<file path="src/rtl/mpx_stereo_decoder_pkg.sv">
// mpx_stereo_decoder_pkg
//   Shared definitions for the MPX stereo decoder slice:
//   - FSM state encoding (IDLE / MUL38 / MUL19 / SUM)
//   - datapath widths (composite, reference, product, accumulator, output)
//   - demodulation / pilot scaling shifts and output saturation limits
//   - sat_out(): clamp a SUM_W-wide intermediate into the output range
package mpx_stereo_decoder_pkg;

  typedef enum logic [1:0] {
    IDLE,
    MUL38,
    MUL19,
    SUM
  } state_t;

  localparam int unsigned MPX_W  = 20;
  localparam int unsigned REF_W  = 8;
  localparam int unsigned PROD_W = MPX_W + REF_W;
  localparam int unsigned ACC_W  = 32;
  localparam int unsigned OUT_W  = 18;
  // mpx + diff needs three guard bits over the composite width
  localparam int unsigned SUM_W  = MPX_W + 3;

  // diff = p38 >>> 6 carries the x2 demod gain; pilot term is scaled down by 2^7
  localparam int unsigned DEMOD_SHIFT = 6;
  localparam int unsigned PILOT_SHIFT = 7;

  localparam int OUT_MAX = int'(2 ** (OUT_W - 1)) - 1;
  localparam int OUT_MIN = -int'(2 ** (OUT_W - 1));

  localparam logic signed [SUM_W-1:0] SAT_HI = SUM_W'(OUT_MAX);
  localparam logic signed [SUM_W-1:0] SAT_LO = SUM_W'(OUT_MIN);

  function automatic logic signed [OUT_W-1:0] sat_out(input logic signed [SUM_W-1:0] v);
    if (v > SAT_HI) begin
      return OUT_W'(SAT_HI);
    end else if (v < SAT_LO) begin
      return OUT_W'(SAT_LO);
    end else begin
      return v[OUT_W-1:0];
    end
  endfunction

endpackage

</file>
<file path="src/rtl/mpx_stereo_decoder_seqmult.sv">
// mpx_seqmult
//   Signed shift-add multiplier, A_W x B_W, one multiplier bit per clock.
//   Ports:
//     clock, reset     system clock, async active-high reset
//     start            load a/b and begin a new product (overrides any in flight)
//     a, b             signed multiplicand / multiplier
//     ready            high during the cycle the final (sign) bit is processed
//     product          valid while ready is high (combinational final sum)
//   A product started in cycle 0 processes bits 0..B_W-1 in cycles 1..B_W and
//   presents the result with ready in cycle B_W, so a new start may be issued
//   in that same cycle without a gap.
module mpx_seqmult #(
  parameter int unsigned A_W = 20,
  parameter int unsigned B_W = 8
) (
  input  logic                        clock,
  input  logic                        reset,
  input  logic                        start,
  input  logic signed [A_W-1:0]       a,
  input  logic signed [B_W-1:0]       b,
  output logic                        ready,
  output logic signed [A_W+B_W-1:0]   product
);

  localparam int unsigned P_W   = A_W + B_W;
  localparam int unsigned IDX_W = $clog2(B_W);
  localparam logic [IDX_W-1:0] LAST_IDX = IDX_W'(B_W - 1);

  logic signed [P_W-1:0] a_sh;
  logic signed [P_W-1:0] acc;
  logic signed [P_W-1:0] pp;
  logic        [B_W-1:0] b_sh;
  logic        [IDX_W-1:0] idx;
  logic                  running;

  // Two's-complement multiplier: the MSB of b carries negative weight,
  // so its partial product is subtracted instead of added.
  always_comb begin
    pp      = b_sh[0] ? a_sh : '0;
    product = (idx == LAST_IDX) ? (acc - pp) : (acc + pp);
    ready   = running && (idx == LAST_IDX);
  end

  always_ff @(posedge clock or posedge reset) begin
    if (reset) begin
      a_sh    <= '0;
      b_sh    <= '0;
      acc     <= '0;
      idx     <= '0;
      running <= 1'b0;
    end else if (start) begin
      a_sh    <= P_W'(a);
      b_sh    <= b;
      acc     <= '0;
      idx     <= '0;
      running <= 1'b1;
    end else if (running) begin
      acc  <= product;
      a_sh <= a_sh <<< 1;
      b_sh <= b_sh >> 1;
      idx  <= idx + IDX_W'(1);
      if (ready) begin
        running <= 1'b0;
      end
    end
  end

endmodule

</file>
<file path="src/rtl/mpx_stereo_decoder.sv">
// mpx_stereo_decoder
//   Recovers left/right audio from a 192 kHz composite (MPX) stream using
//   phase-aligned 38 kHz and 19 kHz reference sines, and flags pilot lock.
//   Ports:
//     clock, reset       system clock, async active-high reset
//     sample_en          one-cycle strobe: mpx_in/sine_38/sine_19 valid
//     mpx_in             signed composite sample
//     sine_38, sine_19   signed reference sines aligned with mpx_in
//     LO_LEFT, LO_RIGHT  signed recovered channels (held between updates)
//     out_valid          one-cycle pulse when LO_LEFT/LO_RIGHT update
//     stereo             pilot lock; selects stereo vs mono output
//     busy               sample in progress
//     overrun            sticky: a sample_en arrived while busy
//   Flow per sample: IDLE -> MUL38 (8 clk) -> MUL19 (8 clk) -> SUM (1 clk),
//   both products sharing one sequential multiplier; outputs appear 18 clocks
//   after the accepting cycle.
module mpx_stereo_decoder
  import mpx_stereo_decoder_pkg::*;
#(
  parameter int unsigned NBITS_MPX = MPX_W,
  parameter int unsigned NBITS_OUT = OUT_W,
  parameter int unsigned NBITS_REF = REF_W,
  parameter int unsigned PILOT_WIN = 192,
  parameter int unsigned PILOT_THR = 1000000
) (
  input  logic                        clock,
  input  logic                        reset,
  input  logic                        sample_en,
  input  logic signed [NBITS_MPX-1:0] mpx_in,
  input  logic signed [NBITS_REF-1:0] sine_38,
  input  logic signed [NBITS_REF-1:0] sine_19,
  output logic signed [NBITS_OUT-1:0] LO_LEFT,
  output logic signed [NBITS_OUT-1:0] LO_RIGHT,
  output logic                        out_valid,
  output logic                        stereo,
  output logic                        busy,
  output logic                        overrun
);

  localparam int unsigned WIN_W = $clog2(PILOT_WIN);

  state_t state, state_next;

  logic signed [MPX_W-1:0]  mpx_q;
  logic signed [REF_W-1:0]  s19_q;
  logic signed [PROD_W-1:0] p38;
  logic signed [PROD_W-1:0] p19;

  logic                     mul_start;
  logic                     mul_ready;
  logic signed [MPX_W-1:0]  mul_a;
  logic signed [REF_W-1:0]  mul_b;
  logic signed [PROD_W-1:0] mul_product;

  logic signed [ACC_W-1:0]  acc;
  logic signed [ACC_W-1:0]  acc_next;
  logic        [ACC_W:0]    acc_mag;
  logic        [WIN_W-1:0]  win_cnt;
  logic                     win_end;
  logic                     lock_now;

  logic signed [SUM_W-1:0]  mpx_w;
  logic signed [SUM_W-1:0]  diff;
  logic signed [SUM_W-1:0]  sum_l;
  logic signed [SUM_W-1:0]  sum_r;
  logic signed [OUT_W-1:0]  left_next;
  logic signed [OUT_W-1:0]  right_next;

  // sine_38 is not held here: it goes straight into the multiplier, which
  // latches it on start. The 19 kHz product is started from the registered
  // copy in the same cycle the 38 kHz product completes.
  always_comb begin
    state_next = state;
    mul_start  = 1'b0;
    mul_a      = mpx_q;
    mul_b      = s19_q;
    busy       = (state != IDLE);
    case (state)
      IDLE: begin
        mul_a = mpx_in;
        mul_b = sine_38;
        if (sample_en) begin
          mul_start  = 1'b1;
          state_next = MUL38;
        end
      end
      MUL38: begin
        if (mul_ready) begin
          mul_start  = 1'b1;
          state_next = MUL19;
        end
      end
      MUL19: begin
        if (mul_ready) begin
          state_next = SUM;
        end
      end
      SUM: begin
        state_next = IDLE;
      end
      default: begin
        state_next = IDLE;
      end
    endcase
  end

  always_ff @(posedge clock or posedge reset) begin
    if (reset) begin
      state <= IDLE;
    end else begin
      state <= state_next;
    end
  end

  mpx_seqmult #(
    .A_W (MPX_W),
    .B_W (REF_W)
  ) u_mult (
    .clock   (clock),
    .reset   (reset),
    .start   (mul_start),
    .a       (mul_a),
    .b       (mul_b),
    .ready   (mul_ready),
    .product (mul_product)
  );

  always_comb begin
    mpx_w      = SUM_W'(mpx_q);
    diff       = SUM_W'(p38 >>> DEMOD_SHIFT);
    sum_l      = (mpx_w + diff) >>> 1;
    sum_r      = (mpx_w - diff) >>> 1;
    left_next  = sat_out(mpx_w >>> 1);
    right_next = sat_out(mpx_w >>> 1);
    if (stereo) begin
      left_next  = sat_out(sum_l);
      right_next = sat_out(sum_r);
    end
    acc_next = acc + ACC_W'(p19 >>> PILOT_SHIFT);
    acc_mag  = acc_next[ACC_W-1] ? -{acc_next[ACC_W-1], acc_next} : {1'b0, acc_next};
    win_end  = (win_cnt == WIN_W'(PILOT_WIN - 1));
    lock_now = (acc_mag >= (ACC_W + 1)'(PILOT_THR));
  end

  // The output mux above reads the registered stereo flag, so a lock decision
  // made in this SUM cycle only affects the following sample.
  always_ff @(posedge clock or posedge reset) begin
    if (reset) begin
      mpx_q     <= '0;
      s19_q     <= '0;
      p38       <= '0;
      p19       <= '0;
      acc       <= '0;
      win_cnt   <= '0;
      LO_LEFT   <= '0;
      LO_RIGHT  <= '0;
      out_valid <= 1'b0;
      stereo    <= 1'b0;
      overrun   <= 1'b0;
    end else begin
      out_valid <= 1'b0;
      if (sample_en && (state != IDLE)) begin
        overrun <= 1'b1;
      end
      case (state)
        IDLE: begin
          if (sample_en) begin
            mpx_q <= mpx_in;
            s19_q <= sine_19;
          end
        end
        MUL38: begin
          if (mul_ready) begin
            p38 <= mul_product;
          end
        end
        MUL19: begin
          if (mul_ready) begin
            p19 <= mul_product;
          end
        end
        SUM: begin
          LO_LEFT   <= left_next;
          LO_RIGHT  <= right_next;
          out_valid <= 1'b1;
          if (win_end) begin
            stereo  <= lock_now;
            acc     <= '0;
            win_cnt <= '0;
          end else begin
            acc     <= acc_next;
            win_cnt <= win_cnt + WIN_W'(1);
          end
        end
        default: begin
        end
      endcase
    end
  end

endmodule

</file>
<file path="config.mk">
export PLATFORM = sky130hd
export DESIGN_NAME = mpx_stereo_decoder
export DESIGN_NICKNAME = d
export VERILOG_FILES = /design/src/rtl/mpx_stereo_decoder_pkg.sv /design/src/rtl/mpx_stereo_decoder_seqmult.sv /design/src/rtl/mpx_stereo_decoder.sv
export SDC_FILE = /design/constraint.sdc
export NUM_CORES = 1
export LEC_CHECK = 0
export ABC_AREA = 1
export BUFFER_PORTS_ARGS = -buffer_cell sky130_fd_sc_hd__buf_2
export CELL_PAD_IN_SITES_DETAIL_PLACEMENT = 1
export CELL_PAD_IN_SITES_GLOBAL_PLACEMENT = 1
export CORE_MARGIN = 2
export CORE_UTILIZATION = 50
export DETAILED_ROUTE_END_ITERATION = 16
export PLACE_DENSITY_LB_ADDON = 0.1
export SYNTH_ARGS = -nofsm -noshare
export SYNTH_HDL_FRONTEND = slang
export SYNTH_SLANG_ARGS = --single-unit
</file>
<file path="constraint.sdc">
create_clock -name clock -period 15.41 [get_ports clock]
set_input_delay 1.541 -clock clock [delete_from_list [all_inputs] [get_ports clock]]
set_output_delay 1.541 -clock clock [all_outputs]
set_load 0.02 [all_outputs]
</file>
# Word level (Yosys, flattened, before mapping)
# Cells that the tools add are included.
[word_totals]
wordCells = 84
register_bits = 233
output_inout_bits = 40
in_bits = 39
[op_classes]
reduce_logical = 10
n_eq_ne = 8
addsub = 8
magnitude_cmp = 7
n_mux = 34
[op_table]
columns = ["cell", "n"]
rows = [
  ["$mux W28", 6],
  ["$mux W18", 8],
  ["$gt A22 B18 Y1 const B", 2],
  ["$lt A22 B18 Y1 const B", 2],
  ["$ge A33 B20 Y1 const B", 1],
  ["$mux W33", 1],
  ["$neg A33 Y33", 1],
  ["$add A32 B21 Y32", 1],
  ["$mux W32", 1],
  ["$mux W8", 4],
  ["$add A28 B28 Y28", 1],
  ["$sub A28 B28 Y28", 1],
  ["$add A20 B22 Y23", 1],
  ["$sub A20 B22 Y23", 1],
  ["$mux W20", 1],
  ["$gt A19 B18 Y1 const B", 1],
  ["$lt A19 B18 Y1 const B", 1],
  ["$add A8 B1 Y8 const B", 1],
  ["$eq A8 B8 Y1 const B", 1],
  ["$pmux W2 S4", 1],
  ["$reduce_and A2 Y1", 4],
  ["$mux W1", 6],
  ["$mux W2", 3],
  ["$mux W3", 2],
  ["other kinds (10)", 15],
]

# Longest topological paths before layout
# Gate-level depths: netlist of run 1.
[logic_depth]
depth_word = 5
depth_mapped = 27

# Cells and area by module
# Synthesis of run 1 repeated with hierarchy kept, for this count alone.
[hier_totals]
cells_unflattened = 2738
hier_area_um2 = 17976.0
[by_module_without_submodules]
columns = ["mod", "n_inst", "area_each_um2", "seq_area_each_um2", "cells_each"]
rows = [
  ["mpx_stereo_decoder", 1, 12497.0, 3803.6, 1925],
  ["mpx_seqmult", 1, 5479.0, 1701.6, 813],
]

# Least setup slack after synthesis of run 1
# No wires, ideal clock.
[synth_path]
kind = "reg2reg"
from = "register u_mult.b_sh[0]"
to = "register u_mult.acc[23]"
slack_ps = 11822
stages_incl_launch_ff = 22
arrival_ps = 3467
n_path_buf = 0
path_cell_list = "dfrtp_1 > nand2_1 > ha_1 > nand3_1 > nor3b_1 > nand4_1 > nor3_1 > inv_1 > nor2_1 > nand2_1 > o21ai_0 > xor2_1 > inv_1 > ha_1 > a21oi_1 > o21ai_0 > a21oi_1 > nand3_1 > nand2_1 > o211ai_1 > or2_2 > a32o_1"
[synth_between]
elab_chain_len = 5
word_cells_on_any_way = 6
[synth_lines]
columns = ["element", "line_no", "text"]
rows = [
  ["start: declaration", "mpx_stereo_decoder_seqmult.sv:32", "logic [B_W-1:0] b_sh;"],
  ["start signal: assignment", "mpx_stereo_decoder_seqmult.sv:60", "b_sh <= b_sh >> 1;"],
  ["$mux W28 *", "mpx_stereo_decoder_seqmult.sv:39", "pp = b_sh[0] ? a_sh : '0;"],
  ["$add A28 B28 Y28 or $sub A28 B28 Y28 (tied branches)", "mpx_stereo_decoder_seqmult.sv:40", "product = (idx == LAST_IDX) ? (acc - pp) : (acc + pp);"],
  ["$mux W28 *", "mpx_stereo_decoder_seqmult.sv:40", ""],
  ["$mux W28 *", "mpx_stereo_decoder_seqmult.sv:57", "end else if (running) begin"],
  ["$mux W28 *", "mpx_stereo_decoder_seqmult.sv:51", "end else if (start) begin"],
  ["end signal: assignment", "mpx_stereo_decoder_seqmult.sv:58", "acc <= product;"],
  ["end: declaration", "mpx_stereo_decoder_seqmult.sv:30", "logic signed [P_W-1:0] acc;"],
]
# Every way passes the cells marked *; elsewhere a longest branch is shown, timed or not. The select of a mux whose other input is x is not followed.
# A chain may end at the register's enable or synchronous reset.

# Worst setup path after layout of run 1
[layout_path]
from = "register u_mult.b_sh[0]"
to = "register p19[27]"
[layout_between]
elab_chain_len = 3
word_cells_on_any_way = 4
[layout_lines]
columns = ["element", "line_no", "text"]
rows = [
  ["$mux W28 *", "mpx_stereo_decoder_seqmult.sv:39", ""],
  ["$add A28 B28 Y28 or $sub A28 B28 Y28 (tied branches)", "mpx_stereo_decoder_seqmult.sv:40", ""],
  ["$mux W28 *", "mpx_stereo_decoder_seqmult.sv:40", ""],
  ["end signal: assignment", "mpx_stereo_decoder.sv:179", "p19 <= mul_product;"],
  ["end: declaration", "mpx_stereo_decoder.sv:47", "logic signed [PROD_W-1:0] p19;"],
]
# Every way passes the cells marked *; elsewhere a longest branch is shown, timed or not.

==> results by group, run 1 <==
Run status
  – Run status: complete, no violations

Clock network
  – Sinks on the clock net: 220
  – Clock Pin Slew Worst Setup and Hold Paths: 0.06 ns
  – Number of setup buffers added after CTS: 0
  – Clock root buffer master: sky130_fd_sc_hd__clkbuf_16
  – Number of hold buffers added after CTS: 0
  – H-tree depth: 1
  – Number of buffers created by CTS: 27
  – CTS resizes: 0
  – Clk_lat worst skew: 0.58 ns
  – Buffer levels on the longest clock path: 3
  – TritonCTS clock tree: yes

Cells and area
  – Area of all sequential standard cells: 5510 um2
  – Total area of multi-input combinational cells: 10400 um2
  – Area grow syn2layout: 9.21%
  – Total Nets Final: 2734
  – Fraction of layout cells with a size suffix above 1: 9.35%
  – Filler cell count in the final layout: 4576

Logic synthesis
  – Cells after Synth: 2542
  – Count of cell types in the netlist: 56
  – Syn. warnings: 0
  – Most instantiated cells after synthesis: 751 x sky130_fd_sc_hd__nand2_1, 303 x sky130_fd_sc_hd__inv_1, 220 x sky130_fd_sc_hd__dfrtp_1, 211 x sky130_fd_sc_hd__nor2_1, 176 x sky130_fd_sc_hd__a21oi_1
  – Share of synthesized cell area in full adder, half adder and majority cells: 8.21%
  – Leading cell type by number of instances after synthesis: sky130_fd_sc_hd__nand2_1
  – Combinational family with the most area after synthesis: simple AND/OR/NAND/NOR gates
  – Area share of the leading cell type in the synthesized netlist: 31.6%
  – Post-synthesis sequential area ratio: 31.6%
  – Mapped Avg Cell Area: 6.85 um2
  – Area of the mapped netlist: 17400 um2
  – Top cell type by total area after synthesis: sky130_fd_sc_hd__dfrtp_1
  – Xor-xnor portion of the synthesized cell area: 4.72%
  – Mux cell area share after synthesis: 1.49%
  – Area fraction in compound gates after synthesis: 14.7%
  – Simple logic cell fraction of the synthesized area: 30.3%
  – Proportion of synthesized flip-flops having asynchronous set or reset: 100%
  – Number of enable flip-flop cells after synthesis: 0
  – Top flip-flop cell by instance count after synthesis: sky130_fd_sc_hd__dfrtp_1
  – Most area-consuming cells after synthesis: sky130_fd_sc_hd__dfrtp_1 32%, sky130_fd_sc_hd__nand2_1 16%, sky130_fd_sc_hd__ha_1 7.8%, sky130_fd_sc_hd__inv_1 6.5%, sky130_fd_sc_hd__a21oi_1 5.1%
  – Number of storage elements in the synthesis netlist: 220
  – Net Count, Synth: 2693

Floorplan
  – Width of the die: 191 um
  – Placeable core region: 34500 um2
  – Starting density of the core: 50.6%
  – Num rows: 68
  – Io pins: 79
  – Area of the die: 36400 um2
  – Y dimension of the die: 191 um

Drt
  – Number of antenna-violating nets in the routed design: 0
  – Vias after detailed routing: 17700
  – Total iterations of the first detailed-routing run: 5
  – Iteration-0 DRC count of the detailed router: 1229
  – DRC errors left: 0
  – Final routed wire length divided by cell count: 20.9 um
  – Final wirelength: 63.8 mm
  – Number of vias per cell: 5.78

Worst setup path
  – R2r startpoint: u_mult.b_sh[0]$_DFFE_PP0P_
  – Crit path arrival time: 5.26 ns
  – Cell count of the worst reg-to-reg path: 22
  – Crit path cell chain: nand2_1, ha_1, nand3_1, nor3b_1, nand4_1, nor3_1, inv_1, nor2_1, nand2_1, o21ai_0, xor2_1, inv_1, ha_1, nand2_1, nor4_1, nand3_1, nand3_1, nand2_1, o211ai_1, a21oi_1, xor2_1, o21ai_0
  – Crit path max fanout: 13
  – Number of buffers and inverters on the critical path: 2
  – Worst path required time: 15.84 ns
  – Crit path capture type: flip-flop
  – Setup crit start kind: flip-flop
  – Crit path largest cell delay: 0.53 ns
  – Flop2flop setup slack: 10.58 ns
  – Reg-to-Reg End: p19[27]$_DFFE_PP0P_
  – Critical setup path kind: flip-flop to flip-flop
  – Dominant cell type by count on the critical path: sky130_fd_sc_hd__nand2_1
  – Category of cells accounting for the largest share of critical-path delay: simple AND/OR/NAND/NOR gates
  – Slowest cell on crit path: sky130_fd_sc_hd__dfrtp_1

Global routing
  – Global-route usage over all layers: 35.4%
  – Vias in the first global route: 18200
  – Pin count of the biggest net entering global routing: 96
  – Initial antenna violation count: 2
  – Total congestion overflow after global routing: 0
  – Wire length of the first global-routing pass: 101 mm

STA
  – Max_slew headroom: 21.7%
  – Number of hold violations in the final report: 0
  – Setup TNS: 0 ns
  – Worst-Margin Slew: 1.17 ns
  – Final critical-path required period: 4.83 ns
  – Final setup viols: 0
  – Max-slew violation count: 0
  – Setup repair after global routing missed its margin: false
  – Final Skew: 0.0146 ns
  – Final Cycle Share: 31.4%
  – Max Clock Freq: 207 MHz

Place
  – Placer congestion estimate: 0.950
  – Post-detail-place hpwl: 50.0 mm
  – Number of input and output port buffers inserted: 78

Worst hold path
  – Hold Path Origin: overrun$_DFFE_PP0P_
  – WHS Endpoint: overrun$_DFFE_PP0P_
  – Hold-critical path depth: 1
  – Hold/Removal Path Class: flip-flop to flip-flop

Job
  – Max-cap violations: 0
## area by class of cell
| type | instances | share of cell area (%) |
|---|---|---|
| tap | 455 | 2.99 |
| clock inverter | 9 | 0.671 |
| inverter | 320 | 6.35 |
| clock buffer | 36 | 3.99 |
| antenna | 1 | 0.0132 |
| multi-input combinational | 1923 | 54.5 |
| timing repair buffer | 91 | 2.56 |
| sequential | 220 | 28.9 |
## worst max-delay path by stage
stage                                  end                       start  depth (start not counted)  slack, ns
2_1_floorplan       LO_LEFT[0]$_DFFE_PP0P_                       reset                          1       7.85
3_3_place_gp   u_mult.a_sh[10]$_DFFE_PP0P_                   sample_en                          7      11.12
3_5_place_dp           p19[27]$_DFFE_PP0P_  u_mult.b_sh[0]$_DFFE_PP0P_                         22      10.85
4_1_cts                p19[27]$_DFFE_PP0P_  u_mult.b_sh[0]$_DFFE_PP0P_                         22      10.66
5_1_grt         u_mult.acc[27]$_DFFE_PP0P_  u_mult.b_sh[0]$_DFFE_PP0P_                         22      10.11
6_report               p19[27]$_DFFE_PP0P_  u_mult.b_sh[0]$_DFFE_PP0P_                         22      10.58
## metal layers
metal | track usage [%] | up-vias | part of all wire, %
met5 | 0 | - | 0.020
met4 | 10.6 | 2 | 3.0
met3 | 5.12 | 116 | 5.8
met2 | 57.4 | 484 | 46
met1 | 49.0 | 8741 | 46
li1 | - | 8317 | -
## cells by family after synthesis
kind of cell | Yosys count
AO/OA/AOI/OAI | 448
XOR/XNOR | 93
adder cells (fa/ha/maj) | 112
buffers and inverters | 399
flip-flops | 220
multiplexers | 23
AND/OR/NAND/NOR | 1247
## sequential cells by signal, indices dropped and copies added, names as in the netlist, 8 cells and up
name,flops
LO_LEFT,18
LO_RIGHT,18
acc,32
mpx_q,20
p19,21
p38,22
s19_q,8
u_mult.a_sh,28
u_mult.acc,28
u_mult.b_sh,8
win_cnt,8
## cells in the final DEF (no fill, tap or decap), drive strengths merged, types with 9 or more instances in the layout
cell / n
xor2: 71
o21ai: 172
o221ai: 13
clkbuf: 36
xnor2: 22
o211ai: 20
nor2: 232
dfrtp: 220
buf: 91
nor4: 9
nand3: 159
nand2: 775
mux2: 23
clkinv: 11
a21oi: 180
nor3: 30
nand4: 24
ha: 108
o21bai: 10
inv: 315
## stage by stage
step                hold WS, ns  area, um2  cells  util [%]  setup slack [ns]
global placement          0.435      18100   3009      52.6             11.12
floorplan                 0.452      17400   2542         -              7.85
detailed placement        0.466      18100   3009      52.6             10.85
global route              0.495      19000   3054      55.2             10.11
finish                    0.487      19000   3055      55.2             10.58
CTS                       0.481      19000   3054      55.2             10.66
Power of run 1 is not shown: default switching activity piles up to over one toggle a cycle in this logic, so the estimate is an artifact.
==> inputs of run 2 (changes only) <==
Settings changed: CORE_UTILIZATION 50 to 46.
Clock period 15.41 ns to 4.5 ns, I/O delays scaled along.
==> results by group, run 2 (synthesized netlist as in run 1, its figures left out) <==
Floorplan
  – Area of the die: 39500 um2 (was 36400 um2)
  – Num rows: 71 (was 68)
  – Y dimension of the die: 199 um (was 191 um)
  – Placeable core region: 37500 um2 (was 34500 um2)
  – Io pins: 79 (unchanged)
  – Width of the die: 199 um (was 191 um)
  – Starting density of the core: 46.5% (was 50.6%)

STA
  – Max-slew violation count: 0 (unchanged)
  – Setup repair after global routing missed its margin: false (unchanged)
  – Max_slew headroom: 19.5% (was 21.7%)
  – Number of hold violations in the final report: 0 (unchanged)
  – Worst-Margin Slew: 1.21 ns (was 1.17 ns)
  – Max Clock Freq: 244 MHz (was 207 MHz)
  – Final critical-path required period: 4.09 ns (was 4.83 ns)
  – Hold slack final: 0.107 ns (was 0.487 ns)
  – Setup TNS: 0 ns (unchanged)
  – Crit path setup slack, layout: 0.409 ns (was 10.58 ns)
  – Final setup viols: 0 (unchanged)
  – Final Skew: 0.0240 ns (was 0.0146 ns)
  – Final Cycle Share: 90.9% (was 31.4%)

Global routing
  – Global-route usage over all layers: 33.0% (was 35.4%)
  – Initial antenna violation count: 2 (unchanged)
  – Vias in the first global route: 17900 (was 18200)
  – Total congestion overflow after global routing: 0 (unchanged)
  – Wire length of the first global-routing pass: 101 mm (about the same)
  – Pin count of the biggest net entering global routing: 104 (was 96)

Drt
  – Iteration-0 DRC count of the detailed router: 973 (was 1229)
  – Final wirelength: 64.2 mm (was 63.8 mm)
  – Final routed wire length divided by cell count: 20.5 um (was 20.9 um)
  – Number of antenna-violating nets in the routed design: 0 (unchanged)
  – Total iterations of the first detailed-routing run: 5 (unchanged)
  – DRC errors left: 0 (unchanged)
  – Number of vias per cell: 5.60 (was 5.78)
  – Vias after detailed routing: 17500 (was 17700)

Worst setup path
  – Crit path max fanout: 13 (unchanged)
  – Crit path arrival time: 4.55 ns (was 5.26 ns)
  – Worst path required time: 4.96 ns (was 15.84 ns)
  – Crit path capture type: flip-flop (unchanged)
  – Flop2flop setup slack: 0.41 ns (was 10.58 ns)
  – Setup crit start kind: flip-flop (unchanged)
  – Reg-to-Reg End: u_mult.acc[23]$_DFFE_PP0P_ (was p19[27]$_DFFE_PP0P_)
  – Setup crit start: u_mult.b_sh[0]$_DFFE_PP0P_ (unchanged)
  – R2r startpoint: u_mult.b_sh[0]$_DFFE_PP0P_ (unchanged)
  – Critical setup path kind: flip-flop to flip-flop (unchanged)
  – Cell count of the worst reg-to-reg path: 21 (was 22)

Cells and area
  – Final design utilization: 51.4% (was 55.2%)
  – Fraction of layout cells with a size suffix above 1: 10.1% (was 9.35%)
  – Max FFs per register: 32 (unchanged)
  – Most common cell after layout, fill and taps aside: sky130_fd_sc_hd__nand2_1 (unchanged)
  – Commonest non-fill, non-tap cells in the layout: 750 x sky130_fd_sc_hd__nand2_1, 301 x sky130_fd_sc_hd__inv_1, 220 x sky130_fd_sc_hd__dfrtp_1 (was 751 x sky130_fd_sc_hd__nand2_1, 301 x sky130_fd_sc_hd__inv_1, 220 x sky130_fd_sc_hd__dfrtp_1)
  – Register containing the most flip-flops in the final layout: acc (unchanged)
  – Area grow syn2layout: 10.6% (was 9.21%)
  – Total Nets Final: 2746 (was 2734)
  – Biggest regs: acc: 32 flops, u_mult.a_sh: 28 flops, u_mult.acc: 28 flops (unchanged)

Clock network
  – TritonCTS clock tree: yes (unchanged)
  – Sinks on the clock net: 220 (unchanged)
  – Clk_lat worst skew: 0.58 ns (about the same)
  – Buffer levels on the longest clock path: 3 (unchanged)
  – H-tree depth: 1 (unchanged)
  – Clock root buffer master: sky130_fd_sc_hd__clkbuf_16 (unchanged)
  – Number of buffers created by CTS: 27 (unchanged)
  – Clock Pin Slew Worst Setup and Hold Paths: 0.06 ns (about the same)

Worst hold path
  – Hold-critical path depth: 2 (was 1)
  – Hold/Removal Path Class: primary input to flip-flop (was flip-flop to flip-flop)
  – Hold Path Origin: sine_19[3] (was overrun$_DFFE_PP0P_)
  – WHS Endpoint: s19_q[3]$_DFFE_PP0P_ (was overrun$_DFFE_PP0P_)

Place
  – Number of input and output port buffers inserted: 78 (unchanged)
  – Pre-CTS setup slack: 0.252 ns (was 10.85 ns)
  – Placer congestion estimate: 0.945 (was 0.950)
  – Post-detail-place hpwl: 51.0 mm (was 50.0 mm)

Run status
  – Run status: complete, no violations (unchanged)

Job
  – Max-cap violations: 0 (unchanged)
==> run 2: worst max path at each step <==
| stage | endpoint | slack (ns) | cells past startpoint |
|---|---|---|---|
| 2_1_floorplan | u_mult.acc[23]$_DFFE_PP0P_ | 0.91 | 21 |
| 3_3_place_gp | u_mult.acc[23]$_DFFE_PP0P_ | 0.41 | 21 |
| 3_5_place_dp | p19[27]$_DFFE_PP0P_ | 0.25 | 22 |
| 4_1_cts | p19[27]$_DFFE_PP0P_ | 0.12 | 22 |
| 5_1_grt | p38[24]$_DFFE_PP0P_ | 0.03 | 22 |
| 6_report | u_mult.acc[23]$_DFFE_PP0P_ | 0.41 | 21 |
==> run 2: what timing repair did <==
item,CTS,global route
buffers inserted,0,2
resized for setup,0,13
hold buffers,1,0
hold endpoints to repair,14,0
endpoints found under the setup margin,0,22
==> run 2: cell type report <==
cell class	instances	area (um2)
Antenna cell	1	2.50
Clock buffer	36	729
Clock inverter	12	161
Fill cell	4982	18200
Inverter	320	1200
Multi-Input combinational cell	1923	10400
Sequential cell	220	5510
Tap cell	511	639
Timing Repair Buffer	103	606
==> run 2: per-layer routing <==
layer	up-vias	track usage (%)	share of wire [%]
met4	2	6.97	2.0
met2	378	52.4	45
met5	-	0	0.020
met3	74	4.41	5.4
met1	8701	47.7	48
li1	8351	-	-
==> run 2: through the flow <==
step / std cells / cell area [um2]
5_1_grt: 3125 / 19300
3_3_place_gp: 3074 / 18300
4_1_cts: 3123 / 19200
2_1_floorplan: 2542 / 17400
3_5_place_dp: 3074 / 18300
6_report: 3126 / 19300
==> run 2: critical path, cell delays in order (launching register included) <==
cell and delay (ns):
sky130_fd_sc_hd__dfrtp_1 0.40, sky130_fd_sc_hd__buf_4 0.19, sky130_fd_sc_hd__nand2_1 0.12, sky130_fd_sc_hd__nand3_1 0.15
sky130_fd_sc_hd__nor3b_2 0.25, sky130_fd_sc_hd__nand4_1 0.16, sky130_fd_sc_hd__nor3_1 0.19, sky130_fd_sc_hd__inv_1 0.09
sky130_fd_sc_hd__nor2_2 0.13, sky130_fd_sc_hd__nand2_1 0.11, sky130_fd_sc_hd__o21ai_1 0.17, sky130_fd_sc_hd__xor2_1 0.16
sky130_fd_sc_hd__inv_1 0.06, sky130_fd_sc_hd__ha_1 0.33, sky130_fd_sc_hd__a21oi_1 0.17, sky130_fd_sc_hd__o21ai_0 0.11
sky130_fd_sc_hd__a21oi_1 0.18, sky130_fd_sc_hd__nand3_1 0.16, sky130_fd_sc_hd__nand2_1 0.10, sky130_fd_sc_hd__o211ai_1 0.16
sky130_fd_sc_hd__or2_2 0.35, sky130_fd_sc_hd__a32o_1 0.23
Power of run 2 is left out for the same reason.
==> inputs of run 3 (changes only) <==
Settings changed: CORE_ASPECT_RATIO set to 0.9, REMOVE_ABC_BUFFERS set to 1, SETUP_SLACK_MARGIN set to 0.05.
==> results by group, run 3 (synthesized netlist as in run 1, its figures left out) <==
Cells and area
  – Max FFs per register: 32 (unchanged)
  – Commonest non-fill, non-tap cells in the layout: 749 x sky130_fd_sc_hd__nand2_1, 301 x sky130_fd_sc_hd__inv_1, 219 x sky130_fd_sc_hd__dfrtp_1 (was 750 x sky130_fd_sc_hd__nand2_1, 301 x sky130_fd_sc_hd__inv_1, 220 x sky130_fd_sc_hd__dfrtp_1)
  – Area grow syn2layout: 10.7% (was 10.6%)
  – Biggest regs: acc: 32 flops, u_mult.a_sh: 28 flops, u_mult.acc: 28 flops (unchanged)
  – Number of diodes: 0 (was 1)
  – Most common cell after layout, fill and taps aside: sky130_fd_sc_hd__nand2_1 (unchanged)
  – Register containing the most flip-flops in the final layout: acc (unchanged)
  – Fraction of layout cells with a size suffix above 1: 10.5% (was 10.1%)
  – Filler cell count in the final layout: 4968 (was 4982)
  – Total Nets Final: 2751 (was 2746)
  – Fin cells: 3102 (was 3126)

Worst setup path
  – R2r startpoint: u_mult.b_sh[0]$_DFFE_PP0P_ (unchanged)
  – Slowest cell on crit path: sky130_fd_sc_hd__dfrtp_2 (was sky130_fd_sc_hd__dfrtp_1)
  – Crit path cell chain: nand2_1, ha_1, nand3_1, nor3b_2, nand4_1, nor3_2, inv_1, nor2_2, nand2_1, o21ai_1, xor2_1, inv_1, ha_1, a21oi_1, o21ai_0, a21oi_1, nand3_1, nand2_1, o211ai_1, buf_4, or2_2, a32o_1 (was buf_4, nand2_1, nand3_1, nor3b_2, nand4_1, nor3_1, inv_1, nor2_2, nand2_1, o21ai_1, xor2_1, inv_1, ha_1, a21oi_1, o21ai_0, a21oi_1, nand3_1, nand2_1, o211ai_1, or2_2, a32o_1)
  – Number of buffers and inverters on the critical path: 3 (unchanged)
  – Category of cells accounting for the largest share of critical-path delay: simple AND/OR/NAND/NOR gates (unchanged)
  – Worst path required time: 4.96 ns (about the same)
  – Crit path capture type: flip-flop (unchanged)
  – Flop2flop setup slack: 0.31 ns (was 0.41 ns)
  – Crit path arrival time: 4.65 ns (was 4.55 ns)
  – Crit path max fanout: 6 (was 13)
  – Setup crit start kind: flip-flop (unchanged)
  – Cell count of the worst reg-to-reg path: 22 (was 21)
  – Reg-to-Reg End: u_mult.acc[23]$_DFFE_PP0P_ (unchanged)
  – Crit path largest cell delay: 0.45 ns (was 0.40 ns)
  – Critical setup path kind: flip-flop to flip-flop (unchanged)
  – Dominant cell type by count on the critical path: sky130_fd_sc_hd__nand2_1 (unchanged)

Drt
  – Final wirelength: 63.2 mm (was 64.2 mm)
  – DRC errors left: 0 (unchanged)
  – Total iterations of the first detailed-routing run: 5 (unchanged)
  – Number of vias per cell: 5.64 (was 5.60)
  – Iteration-0 DRC count of the detailed router: 1294 (was 973)
  – Highest layer used for signal routing: met5 (unchanged)
  – Vias after detailed routing: 17500 (about the same)
  – Sum of met2 wire segment lengths after detailed routing: 26.4 mm (was 28.7 mm)
  – Met3 Wirelength: 3.98 mm (was 3.46 mm)
  – Number of antenna-violating nets in the routed design: 0 (unchanged)
  – Final routed wire length divided by cell count: 20.4 um (was 20.5 um)
  – DRT met1 WL: 31.6 mm (was 30.7 mm)

Clock network
  – H-tree depth: 1 (unchanged)
  – Number of buffers created by CTS: 26 (was 27)
  – Clk_lat worst skew: 0.58 ns (about the same)
  – Clock Pin Slew Worst Setup and Hold Paths: 0.06 ns (about the same)
  – Clock root buffer master: sky130_fd_sc_hd__clkbuf_16 (unchanged)
  – Sinks on the clock net: 220 (unchanged)
  – Buffer levels on the longest clock path: 3 (unchanged)
  – TritonCTS clock tree: yes (unchanged)
  – Number of hold buffers added after CTS: 0 (was 1)

Floorplan
  – Y dimension of the die: 189 um (was 199 um)
  – Width of the die: 209 um (was 199 um)
  – Placeable core region: 37300 um2 (was 37500 um2)
  – Area of the die: 39500 um2 (about the same)
  – Io pins: 79 (unchanged)
  – Starting density of the core: 46.7% (was 46.5%)
  – Num rows: 67 (was 71)

Global routing
  – Wire length of the first global-routing pass: 101 mm (about the same)
  – Vias in the first global route: 17800 (was 17900)
  – Initial antenna violation count: 1 (was 2)
  – Total congestion overflow after global routing: 0 (unchanged)
  – Pin count of the biggest net entering global routing: 111 (was 104)
  – Global-route usage over all layers: 32.5% (was 33.0%)

Place
  – Placer congestion estimate: 0.928 (was 0.945)
  – Cell count after placement: 3051 (was 3074)
  – Number of input and output port buffers inserted: 78 (unchanged)
  – Post-detail-place hpwl: 49.8 mm (was 51.0 mm)

Job
  – Max-cap violations: 0 (unchanged)

STA
  – Final critical-path required period: 4.19 ns (was 4.09 ns)
  – Number of hold violations in the final report: 0 (unchanged)
  – Final Cycle Share: 93.2% (was 90.9%)
  – Max Clock Freq: 238 MHz (was 244 MHz)
  – Final Skew: 0.0254 ns (was 0.0240 ns)
  – Final setup viols: 0 (unchanged)
  – Max-slew violation count: 0 (unchanged)
  – Worst-Margin Slew: 1.20 ns (was 1.21 ns)
  – Max_slew headroom: 19.3% (was 19.5%)

Run status
  – Run status: complete, no violations (unchanged)

Worst hold path
  – Hold/Removal Path Class: primary input to asynchronous set/reset pin (was primary input to flip-flop)
-- run 3: how the worst max path moves through the flow --
stage,start,end,slack [ns],depth (start not counted)
final,u_mult.b_sh[0]$_DFFE_PP0P_,u_mult.acc[23]$_DFFE_PP0P_,0.31,22
after global routing,u_mult.b_sh[0]$_DFFE_PP0P_,p38[23]$_DFFE_PP0P_,-0.007,23
after CTS,u_mult.b_sh[0]$_DFFE_PP0P_,u_mult.acc[23]$_DFFE_PP0P_,0.09,21
after detailed placement,u_mult.b_sh[0]$_DFFE_PP0P_,p38[27]$_DFFE_PP0P_,0.08,22
after global placement,u_mult.b_sh[0]$_DFFE_PP0P_,u_mult.acc[27]$_DFFE_PP0P_,0.28,22
after floorplan,reset,LO_LEFT[0]$_DFFE_PP0P_,-1.97,1
-- run 3: per-stage QoR --
step	TNS, ns	area [um2]	util (%)	setup slack [ns]	hold slack, ns
detailed placement	0	18300	49.0	0.0805	0.440
CTS	0	19200	51.5	0.0897	0.0671
floorplan	-439.60	17100	-	-1.97	0.452
global route	-0.0122	19300	51.7	-0.00713	0.0992
finish	0	19300	51.7	0.306	0.0298
global placement	0	18300	49.0	0.281	0.435
-- run 3: timing repair --
action,in CTS,in global routing
setup endpoints to repair,3,24
gates cloned,0,0
buffers inserted,0,4
pin swaps,0,6
gates resized for setup,1,12
-- run 3: final cells by class --
cell class              instances  area, um2  share of cell area [%]
well taps                     483        604                    3.13
inverters                     320       1210                    6.26
multi-input cells            1923      10400                    54.0
flip-flops and latches        220       5510                    28.5
repair buffers                109        623                    3.23
clock buffers                  37        762                    3.95
clock inverters                10        173                   0.895
-- run 3: metal layers --
layer / track usage (%) / vias up
li1: - / 8353
met2: 48.9 / 425
met5: 1.11 / -
met1: 49.5 / 8635
met4: 6.15 / 2
met3: 4.48 / 67
Power of run 3 is left out for the same reason.
